## config.mk

```make
export PLATFORM = sky130hd
export DESIGN_NAME = prog_sender_flat
export DESIGN_NICKNAME = d
export VERILOG_FILES = /design/src/rtl/prog_sender_if.sv /design/src/rtl/prog_sender.sv /design/src/flat_wrapper.sv
export SDC_FILE = /design/constraint.sdc
export NUM_CORES = 1
export LEC_CHECK = 0
export ABC_CLOCK_PERIOD_IN_PS = 2990
export CAP_MARGIN = 15
export CELL_PAD_IN_SITES_DETAIL_PLACEMENT = 0
export CELL_PAD_IN_SITES_GLOBAL_PLACEMENT = 2
export CORE_MARGIN = 4
export CORE_UTILIZATION = 32
export DETAILED_ROUTE_END_ITERATION = 8
export GPL_TIMING_DRIVEN = 0
export PLACE_DENSITY_LB_ADDON = 0.1
export SYNTH_ARGS = -nofsm -noshare
export SYNTH_HDL_FRONTEND = slang
export SYNTH_SLANG_ARGS = --single-unit
```

## constraint.sdc

```tcl
create_clock -name clk -period 2.99 [get_ports clk]
set_clock_uncertainty 0.15 [all_clocks]
set_input_delay 0.4485 -clock clk [delete_from_list [all_inputs] [get_ports clk]]
set_output_delay 0.4485 -clock clk [all_outputs]
set_load 0.02 [all_outputs]
```

## src/rtl/prog_sender_if.sv

```systemverilog
// Handshake bundle between prog_sender, its program memory and the UART transmitter.
// The master side is the sender; the slave side is memory plus uart_tx (or a bench).
interface prog_sender_if #(
  parameter int ADDR_W = 8
) ();
  logic              start;
  logic              busy;
  logic              done;
  logic              overflow;
  logic [ADDR_W:0]   words_sent;
  logic [ADDR_W-1:0] mem_addr;
  logic [31:0]       mem_rdata;
  logic [7:0]        tx_data;
  logic              tx_start;
  logic              tx_busy;

  modport master (
    input  start, mem_rdata, tx_busy,
    output busy, done, overflow, words_sent, mem_addr, tx_data, tx_start
  );

  modport slave (
    output start, mem_rdata, tx_busy,
    input  busy, done, overflow, words_sent, mem_addr, tx_data, tx_start
  );
endinterface

```

## src/rtl/prog_sender.sv

```systemverilog
// Streams a program image to uart_tx in boot-loader format: sync byte, then 32-bit
// words MSB byte first, ending after a zero word (appended if memory has none).
module prog_sender #(
  parameter int          ADDR_W    = 8,
  parameter logic [7:0]  SYNC_BYTE = 8'hAA
) (
  input  logic         clk,
  input  logic         rstn,
  prog_sender_if.master bus
);

  typedef enum logic [3:0] {
    S_IDLE, S_SYNC, S_RD, S_LATCH, S_SEND, S_ACK, S_DRAIN, S_TERM, S_FIN
  } state_t;

  state_t            r_state,      w_state_nxt;
  logic [31:0]       r_word,       w_word_nxt;
  logic [1:0]        r_idx,        w_idx_nxt;
  logic              r_sync,       w_sync_nxt;
  logic [ADDR_W:0]   r_words_sent, w_words_sent_nxt;
  logic              r_overflow,   w_overflow_nxt;
  logic [ADDR_W-1:0] r_mem_addr,   w_mem_addr_nxt;
  logic [7:0]        r_tx_data,    w_tx_data_nxt;

  logic [7:0]        w_byte;
  logic              w_strobe;
  logic              w_addr_last;

  always_comb begin
    case (r_idx)
      2'd0:    w_byte = r_word[31:24];
      2'd1:    w_byte = r_word[23:16];
      2'd2:    w_byte = r_word[15:8];
      default: w_byte = r_word[7:0];
    endcase
  end

  assign w_strobe    = (r_state == S_SEND) && !bus.tx_busy;
  assign w_addr_last = (r_mem_addr == {ADDR_W{1'b1}});

  always_ff @(posedge clk or negedge rstn) begin
    if (!rstn) begin
      r_state      <= S_IDLE;
      r_word       <= 32'h0;
      r_idx        <= 2'd0;
      r_sync       <= 1'b0;
      r_words_sent <= '0;
      r_overflow   <= 1'b0;
      r_mem_addr   <= '0;
      r_tx_data    <= 8'h0;
    end else begin
      r_state      <= w_state_nxt;
      r_word       <= w_word_nxt;
      r_idx        <= w_idx_nxt;
      r_sync       <= w_sync_nxt;
      r_words_sent <= w_words_sent_nxt;
      r_overflow   <= w_overflow_nxt;
      r_mem_addr   <= w_mem_addr_nxt;
      r_tx_data    <= w_tx_data_nxt;
    end
  end

  always_comb begin
    w_state_nxt      = r_state;
    w_word_nxt       = r_word;
    w_idx_nxt        = r_idx;
    w_sync_nxt       = r_sync;
    w_words_sent_nxt = r_words_sent;
    w_overflow_nxt   = r_overflow;
    w_mem_addr_nxt   = r_mem_addr;
    w_tx_data_nxt    = r_tx_data;
    case (r_state)
      S_IDLE: begin
        if (bus.start) begin
          w_words_sent_nxt = '0;
          w_overflow_nxt   = 1'b0;
          w_mem_addr_nxt   = '0;
          w_state_nxt      = S_SYNC;
        end
      end
      // The sync byte rides through SEND as the top byte of a pseudo-word.
      S_SYNC: begin
        w_word_nxt  = {SYNC_BYTE, 24'h0};
        w_idx_nxt   = 2'd0;
        w_sync_nxt  = 1'b1;
        w_state_nxt = S_SEND;
      end
      S_RD:    w_state_nxt = S_LATCH;
      S_LATCH: begin
        w_word_nxt  = bus.mem_rdata;
        w_idx_nxt   = 2'd0;
        w_state_nxt = S_SEND;
      end
      S_SEND: begin
        if (!bus.tx_busy) begin
          w_tx_data_nxt = w_byte;
          w_state_nxt   = S_ACK;
        end
      end
      S_ACK: begin
        if (bus.tx_busy) w_state_nxt = S_DRAIN;
      end
      S_DRAIN: begin
        if (!bus.tx_busy) begin
          if (r_sync) begin
            w_sync_nxt  = 1'b0;
            w_state_nxt = S_RD;
          end else if (r_idx != 2'd3) begin
            w_idx_nxt   = r_idx + 2'd1;
            w_state_nxt = S_SEND;
          end else begin
            w_words_sent_nxt = r_words_sent + 1'b1;
            if (r_word == 32'h0) begin
              w_state_nxt = S_FIN;
            end else if (w_addr_last) begin
              w_overflow_nxt = 1'b1;
              w_state_nxt    = S_TERM;
            end else begin
              w_mem_addr_nxt = r_mem_addr + 1'b1;
              w_state_nxt    = S_RD;
            end
          end
        end
      end
      S_TERM: begin
        w_word_nxt  = 32'h0;
        w_idx_nxt   = 2'd0;
        w_state_nxt = S_SEND;
      end
      S_FIN:   w_state_nxt = S_IDLE;
      default: w_state_nxt = S_IDLE;
    endcase
  end

  // Strobe and its data are decoded from state so reset kills them without a clock.
  assign bus.tx_start   = w_strobe;
  assign bus.tx_data    = w_strobe ? w_byte : r_tx_data;
  assign bus.busy       = (r_state != S_IDLE) && (r_state != S_FIN);
  assign bus.done       = (r_state == S_FIN);
  assign bus.overflow   = r_overflow;
  assign bus.words_sent = r_words_sent;
  assign bus.mem_addr   = r_mem_addr;

endmodule

```

## src/flat_wrapper.sv

```systemverilog
// flat-port wrapper written by rule: the top's interface ports become plain ports
module prog_sender_flat 
#(
  parameter int          ADDR_W    = 8,
  parameter logic [7:0]  SYNC_BYTE = 8'hAA
)
  (clk, rstn, bus_start, bus_mem_rdata, bus_tx_busy, bus_busy, bus_done, bus_overflow, bus_words_sent, bus_mem_addr, bus_tx_data, bus_tx_start);
  prog_sender_if #(.ADDR_W(ADDR_W)) bus_i ();
  input  logic clk;
  input  logic rstn;
  input wire logic [$bits(bus_i.start)-1:0] bus_start;
  input wire logic [$bits(bus_i.mem_rdata)-1:0] bus_mem_rdata;
  input wire logic [$bits(bus_i.tx_busy)-1:0] bus_tx_busy;
  output wire logic [$bits(bus_i.busy)-1:0] bus_busy;
  output wire logic [$bits(bus_i.done)-1:0] bus_done;
  output wire logic [$bits(bus_i.overflow)-1:0] bus_overflow;
  output wire logic [$bits(bus_i.words_sent)-1:0] bus_words_sent;
  output wire logic [$bits(bus_i.mem_addr)-1:0] bus_mem_addr;
  output wire logic [$bits(bus_i.tx_data)-1:0] bus_tx_data;
  output wire logic [$bits(bus_i.tx_start)-1:0] bus_tx_start;
  assign bus_i.start = bus_start;
  assign bus_i.mem_rdata = bus_mem_rdata;
  assign bus_i.tx_busy = bus_tx_busy;
  assign bus_busy = bus_i.busy;
  assign bus_done = bus_i.done;
  assign bus_overflow = bus_i.overflow;
  assign bus_words_sent = bus_i.words_sent;
  assign bus_mem_addr = bus_i.mem_addr;
  assign bus_tx_data = bus_i.tx_data;
  assign bus_tx_start = bus_i.tx_start;
  prog_sender #(.ADDR_W(ADDR_W), .SYNC_BYTE(SYNC_BYTE)) u_core (.clk(clk), .rstn(rstn), .bus(bus_i));
endmodule
```

==> results of run 1 <==
-- synthesized netlist by cell type (5+ instances only) --
cell type	count	area, um2
dfrtp_1	65	1630
o211ai_1	5	37.5
a222oi_1	8	80.1
nor2_1	20	75.1
a21oi_1	9	45.0
inv_1	7	26.3
o21ai_0	20	100
xor2_1	6	52.6
and3_1	6	37.5
or3_1	6	37.5
nand2_1	26	97.6
mux2_2	8	90.1
a31oi_1	5	31.3
nor4_1	9	56.3
clkbuf_1	16	60.1
a22o_1	29	254
ha_1	6	75.1
-- worst min-delay path by stage --
stage          cells after the start                                  to  slack (ns)
4_1_cts                            1  u_core.bus.mem_addr[5]$_DFFE_PN0P_         0.1
3_3_place_gp                       1     u_core.r_tx_data[7]$_DFFE_PN0P_        0.34
6_report                           1  u_core.bus.mem_addr[5]$_DFFE_PN0P_        0.05
3_5_place_dp                       1     u_core.r_tx_data[7]$_DFFE_PN0P_        0.34
2_1_floorplan                      0  u_core.bus.mem_addr[0]$_DFFE_PN0P_       0.003
5_1_grt                            1  u_core.bus.mem_addr[5]$_DFFE_PN0P_        0.12
-- cell usage in the layout (no fill, tap or decap), types with 9 or more instances in the layout --
cell	n
clkbuf_1	11
a22o_1	29
nor4_1	9
a21oi_1	9
o21ai_0	16
nor2_1	20
clkdlybuf4s50_1	54
nand2_1	26
dfrtp_1	65
clkbuf_8	11
-- state kept, by name (all words and copies together) (netlist names) --
register               flops
u_core.r_word             32
u_core.bus.words_sent      9
u_core.bus.mem_addr        8
u_core.r_tx_data           8
u_core.r_state             4
u_core.r_idx               2
u_core.bus.overflow        1
u_core.r_sync              1
-- layout make-up --
cell class                      instances  area (um2)
Fill cell                             961        5210
Sequential cell                        65        1630
Multi-Input combinational cell        204        1410
Timing Repair Buffer                   69         672
Tap cell                              129         161
Clock buffer                           12         155
Buffer                                 15        67.6
Clock inverter                          3        40.0
Inverter                                7        26.3
-- power by group through the flow --
| stage | sequential, mW | combinational, mW | clock [mW] |
|---|---|---|---|
| floorplan | 1.35 | 0.942 | 0 |
| global placement | 1.43 | 1.45 | 0 |
| detailed placement | 1.42 | 1.45 | 0 |
| CTS | 1.41 | 1.46 | 0.792 |
| global route | 1.45 | 1.61 | 0.826 |
| finish | 1.42 | 1.45 | 0.765 |
-- logic make-up (layout without fill, tap and decap cells) --
family | Yosys count | in the layout | share of synthesized area
flops | 65 | 65 | 0.522
simple gates | 95 | 95 | 0.163
fa+ha+maj | 6 | 6 | 0.0241
mux | 9 | 9 | 0.0321
compound gates | 88 | 88 | 0.209
xor+xnor | 6 | 6 | 0.0169
buf+inv | 26 | 106 | 0.0341
-- layer usage --
| metal | vias up | wire [um] | part of all wire | track usage |
|---|---|---|---|---|
| met4 | 0 | 67 | 0.0075 | 0.0347 |
| met1 | 1289 | 4640 | 0.52 | 0.256 |
| li1 | 1266 | - | - | - |
| met3 | 6 | 466 | 0.052 | 0.0464 |
| met2 | 81 | 3710 | 0.42 | 0.214 |
| met5 | - | 0 | 0 | 0 |
-- metrics by stage --
step | setup WS [ns] | power, mW | hold WS, ns | setup TNS [ns] | instance area, um2
after floorplan | 0.426 | 2.29 | 0.00291 | 0 | 3120
after global placement | -1.00 | 2.88 | 0.336 | -70.39 | 3920
after detailed placement | -0.623 | 2.88 | 0.339 | -5.22 | 3920
after CTS | 0.00930 | 3.66 | 0.0963 | 0 | 4130
after global routing | 0.0539 | 3.89 | 0.118 | 0 | 4160
final | 0.142 | 3.64 | 0.0515 | 0 | 4160
-- worst max-delay path: cells and delay by family (launching register included) --
family,cells,cell delay [ns]
buf+inv,2,0.41
compound gates,2,0.57
mux,1,0.30
flops,1,0.39
fa+ha+maj,1,0.24
-- what timing repair did --
item / in CTS / in global routing
setup endpoints to repair: 9 / 19
resized for setup: 12 / 12
pin swaps: 7 / 7
setup buffers: 4 / 1
==> out/qor.yml, run 1 <==
outcome:
  status: "completed"
synthesis:
  async_reset_ff_frac: 1.00
  synth_cell_type_count: 41
  synth_fp_nets: 337
  synth-edff-count: 0
  synthesis.area_um2: 3120
  synth_seq_cells: 65
  yosys_warnings: 0
  syn_avg_cell_area_um2: 10.6
  synthFlopType: "dfrtp_1"
  syn_inst: 295
  yosysSeqAreaShare: 0.522
layout:
  antenna_cells: 0
  synthToLayoutAreaGrowth_pct: 33.3
  final_util: 0.444
  layout-drive-gt1-share: 0.112
  final_nets: 413
  fin_cells: 504
clock_tree:
  clock-sinks: 65
  clkSlewWorstSetupHoldPaths_ns: 0.07
  cts_buffers: 9
  cts-root-buf: "clkbuf_8"
  clock_path_buffers: 2
  clock_latency_ns: 0.34
  cts_tree: "built"
  ctsHoldBuffers: 0
  h-tree-depth: 3
setup_path:
  slowest_delay_ns: 0.43
  crit_slowest_cell: "a222oi_1"
  start_kind: "flip-flop"
  worstPathMaxFanout: 8
  r2r-start: "u_core.r_state[0]$_DFFE_PN0P_"
  worstPathArrival_ns: 2.25
  worstReg2RegEnd: "u_core.r_word[26]$_DFFE_PN0P_"
  worstPathCellList: "inv_1 > ha_2 > a222oi_1 > o21ai_0 > mux2_2 > dlygate4sd2_1"
  reg2regPathDepth: 6
  crit_end: "bus_tx_data[2]"
  end_kind: "primary output"
  critPathKind: "flip-flop to primary output"
  r2r_setup_slack_ns: 0.35
  crit_required_ns: 2.39
  critical_path.startpoint: "u_core.r_idx[0]$_DFFE_PN0P_"
drt:
  firstDrtPassIters: 7
  vias_per_cell: 5.24
  drt-wirelength-per-cell_um: 17.6
  ant_nets: 0
  drt_iter0_drc: 158
  drc_errors: 0
  wl_um: 8890
  vias: 2642
sta:
  fin_crit_sh: 0.953
  finalSetupViolCount: 0
  slew_violations: 0
  rsz0062_at_grt: "false"
  fmax_mhz: 351
  slew_headroom: 0.430
  worst_pin_slew_ns: 0.855
  hold_violations: 0
  period_needed_ns: 2.85
global_route:
  grt_use_total: 0.162
  grt_pass1_wl_um: 14400
  overflow: 0
  grt_max_degree: 66
  grt_pass1_vias: 2572
  antenna_found_initial: 0
floorplanning:
  die_x_um: 107
  rows: 35
  die_area_um2: 11400
  ioPinCount: 65
  coreArea_um2: 9370
  start_util: 0.333
  die_y_um: 107
job:
  cap_violations: 0
power:
  internal_power_mw: 2.23
  p_per_area_nw_per_um2: 875
  p_seq_frac: 0.390
  p_sw_frac: 0.387
  clockPowerShare: 0.210
  power.net_switching_mw: 1.41
  pwr-share-comb: 0.400
  vdd.ir_drop.worst_v: 0.000317
  leakagePower_nw: 1.79
placement:
  io_buffers: 64
  gp_congestion: 0.738
  dpl.cell_count: 488
  hpwl_um: 6320
hold_path:
  hp-class: "input port to asynchronous set/reset pin"
Power figures use the tool's default switching activity.
==> run 2, diff against run 1 <==
ABC_CLOCK_PERIOD_IN_PS = 2590   (was 2990)
CORE_UTILIZATION = 29   (was 32)
HOLD_SLACK_MARGIN = 0.02   (was unset)
clock period = 2.59 ns   (was 2.99 ns; I/O delays follow)
==> out/qor.yml, run 2 (synthesis gave the netlist of run 1 again) <==
floorplanning:
  die_y_um: 112  # was 107 um
  start_util: 0.299  # was 0.333
  coreArea_um2: 10400  # was 9370 um2
  die_area_um2: 12500  # was 11400 um2
  rows: 37  # was 35
  die_x_um: 112  # was 107 um
  ioPinCount: 65  # unchanged
drt:
  ant_nets: 0  # unchanged
  drc_errors: 0  # unchanged
  drt-wirelength-per-cell_um: 17.7  # was 17.6 um
  firstDrtPassIters: 4  # was 7
  vias_per_cell: 5.18  # was 5.24
  vias: 2650  # was 2642
  wl_um: 9080  # was 8890 um
  drt_iter0_drc: 171  # was 158
setup_path:
  slowest_delay_ns: 0.46  # was 0.43 ns
  path_delay_family: "compound AO/OA/AOI/OAI gates"  # unchanged
  end_kind: "primary output"  # unchanged
  start_kind: "flip-flop"  # unchanged
  worstPathArrival_ns: 2.07  # was 2.25 ns
  r2r_setup_slack_ns: 0.17  # was 0.35 ns
  worstPathMaxFanout: 8  # unchanged
  critPathKind: "flip-flop to primary output"  # unchanged
  worstPathCellList: "ha_4 > a222oi_1 > o21ai_1 > mux2_2 > buf_4"  # was inv_1 > ha_2 > a222oi_1 > o21ai_0 > mux2_2 > dlygate4sd2_1
  crit_required_ns: 2.05  # was 2.39 ns
  crit_slowest_cell: "dfrtp_2"  # was a222oi_1
  path_buf_inv: 1  # was 2
sta:
  slew_violations: 0  # unchanged
  slew_headroom: 0.436  # was 0.430
  finalSetupViolCount: 1  # was 0
  fmax_mhz: 383
  rsz0062_at_grt: "true"  # was false
  hold_violations: 4  # was 0
  worst_pin_slew_ns: 0.847  # was 0.855 ns
  fin_crit_sh: 1.01
  fin_ws_ns: -0.0232  # was 0.142 ns
  fin_hold_ws_ns: -0.00618  # was 0.0515 ns
  tns_ns: -0.0232  # was 0 ns
  period_needed_ns: 2.61
outcome:
  violations: "negative hold slack, negative setup slack"
  status: "finished with violations"  # was completed
power:
  total_power_mw: 4.32  # was 3.64 mW
  internal_power_mw: 2.61  # was 2.23 mW
  p_sw_frac: 0.395  # was 0.387
  vdd.ir_drop.worst_v: 0.000573  # was 0.000317 V
  p_seq_frac: 0.382  # was 0.390
  leakagePower_nw: 1.80  # was 1.79 nW
  pwr-share-comb: 0.411  # was 0.400
  power.net_switching_mw: 1.71  # was 1.41 mW
  clockPowerShare: 0.207  # was 0.210
  p_per_area_nw_per_um2: 1020  # was 875 nW/um2
placement:
  hpwl_um: 6560  # was 6320 um
  dpl.cell_count: 495  # was 488
  gp_congestion: 0.776  # was 0.738
  io_buffers: 64  # unchanged
  placed_cell_area_um2: 3930  # was 3920 um2
layout:
  final_common_cell: "dfrtp_1"  # unchanged
  final_nets: 413  # unchanged
  mostFrequentLayoutCells: "dfrtp_1 (62), clkdlybuf4s50_1 (53), a22o_1 (29)"  # was dfrtp_1 (65), clkdlybuf4s50_1 (54), a22o_1 (29)
  antenna_cells: 0  # unchanged
  fin_cells: 512  # was 504
  largest_reg_flops: 32  # unchanged
  layout-drive-gt1-share: 0.170  # was 0.112
  fill_cells: 1048  # was 961
  synthToLayoutAreaGrowth_pct: 35.9  # was 33.3%
  top_register: "u_core.r_word"  # unchanged
  final_cell_area_um2: 4240  # was 4160 um2
clock_tree:
  h-tree-depth: 3  # unchanged
  cts_buffers: 9  # unchanged
  clkSlewWorstSetupHoldPaths_ns: 0.08  # was 0.07 ns
  clock-sinks: 65  # unchanged
  clock_latency_ns: 0.34  # about the same
  cts_tree: "built"  # unchanged
  cts-root-buf: "clkbuf_8"  # unchanged
  clock_path_buffers: 2  # unchanged
hold_path:
  hp-class: "input port to asynchronous set/reset pin"  # unchanged
job:
  cap_violations: 0  # unchanged
global_route:
  grt_use_total: 0.148  # was 0.162
  grt_pass1_wl_um: 14800  # was 14400 um
  overflow: 0  # unchanged
  antenna_found_initial: 0  # unchanged
  grt_max_degree: 66  # unchanged
  grt_pass1_vias: 2679  # was 2572
-- run 2: cell count changes in the layout (fill, tap and decap cells not counted), sizes merged --
cell / delta
buf: +9
clkbuf: -4
clkdlybuf4s50: -1
clkinvlp: +1
dlygate4sd2: -6
dlymetal6s2s: -1
inv: +3
-- run 2: per-stage QoR --
step,hold slack (ns),setup slack [ns],util
finish,-0.00618,-0.0232,0.407
global route,0.0627,-0.0631,0.407
CTS,0.0367,0.00695,0.403
detailed placement,0.342,-0.869,0.377
global placement,0.329,-1.40,0.377
floorplan,-0.0571,0.0855,-
-- run 2: timing repair --
action,CTS,global route
setup endpoints to repair,48,38
resized for setup,65,12
buffers inserted,6,1
hold buffers,0,0
pin swaps,15,6
-- run 2: final timing paths --
path	start	end	cells past startpoint
min in group clk	u_core.r_tx_data[6]$_DFFE_PN0P_	u_core.r_tx_data[6]$_DFFE_PN0P_	1
setup reg to reg	u_core.r_state[0]$_DFFE_PN0P_	u_core.r_word[26]$_DFFE_PN0P_	6
hold / removal	rstn	u_core.bus.mem_addr[5]$_DFFE_PN0P_	1
hold reg to reg	u_core.r_tx_data[6]$_DFFE_PN0P_	u_core.r_tx_data[6]$_DFFE_PN0P_	1
max in group asynchronous	rstn	u_core.r_state[1]$_DFFE_PN0P_	1
setup / recovery	u_core.r_idx[1]$_DFFE_PN0P_	bus_tx_data[1]	5
-- run 2: layer usage --
layer | up-vias | wire [um] | global-route usage
li1 | 1281 | - | -
met1 | 1297 | 4500 | 0.219
met2 | 66 | 4030 | 0.213
met3 | 6 | 454 | 0.0429
met4 | 0 | 93 | 0.0324
met5 | - | 0 | 0
-- run 2: final cells by class --
| class | instances | area, um2 | area share |
|---|---|---|---|
| flip-flops and latches | 65 | 1630 | 0.385 |
| multi-input cells | 204 | 1470 | 0.346 |
| repair buffers | 71 | 676 | 0.159 |
| well taps | 136 | 170 | 0.0402 |
| clock buffers | 9 | 124 | 0.0292 |
| clock inverters | 7 | 77.6 | 0.0183 |
| plain buffers | 13 | 65.1 | 0.0154 |
| inverters | 7 | 28.8 | 0.00679 |
-- run 2: power by group through the flow --
stage | Combinational (mW) | Sequential (mW) | Clock (mW)
6_report | 1.78 | 1.65 | 0.897
5_1_grt | 1.94 | 1.70 | 0.963
4_1_cts | 1.74 | 1.65 | 0.927
3_5_place_dp | 1.69 | 1.65 | 0
3_3_place_gp | 1.69 | 1.65 | 0
2_1_floorplan | 1.09 | 1.56 | 0
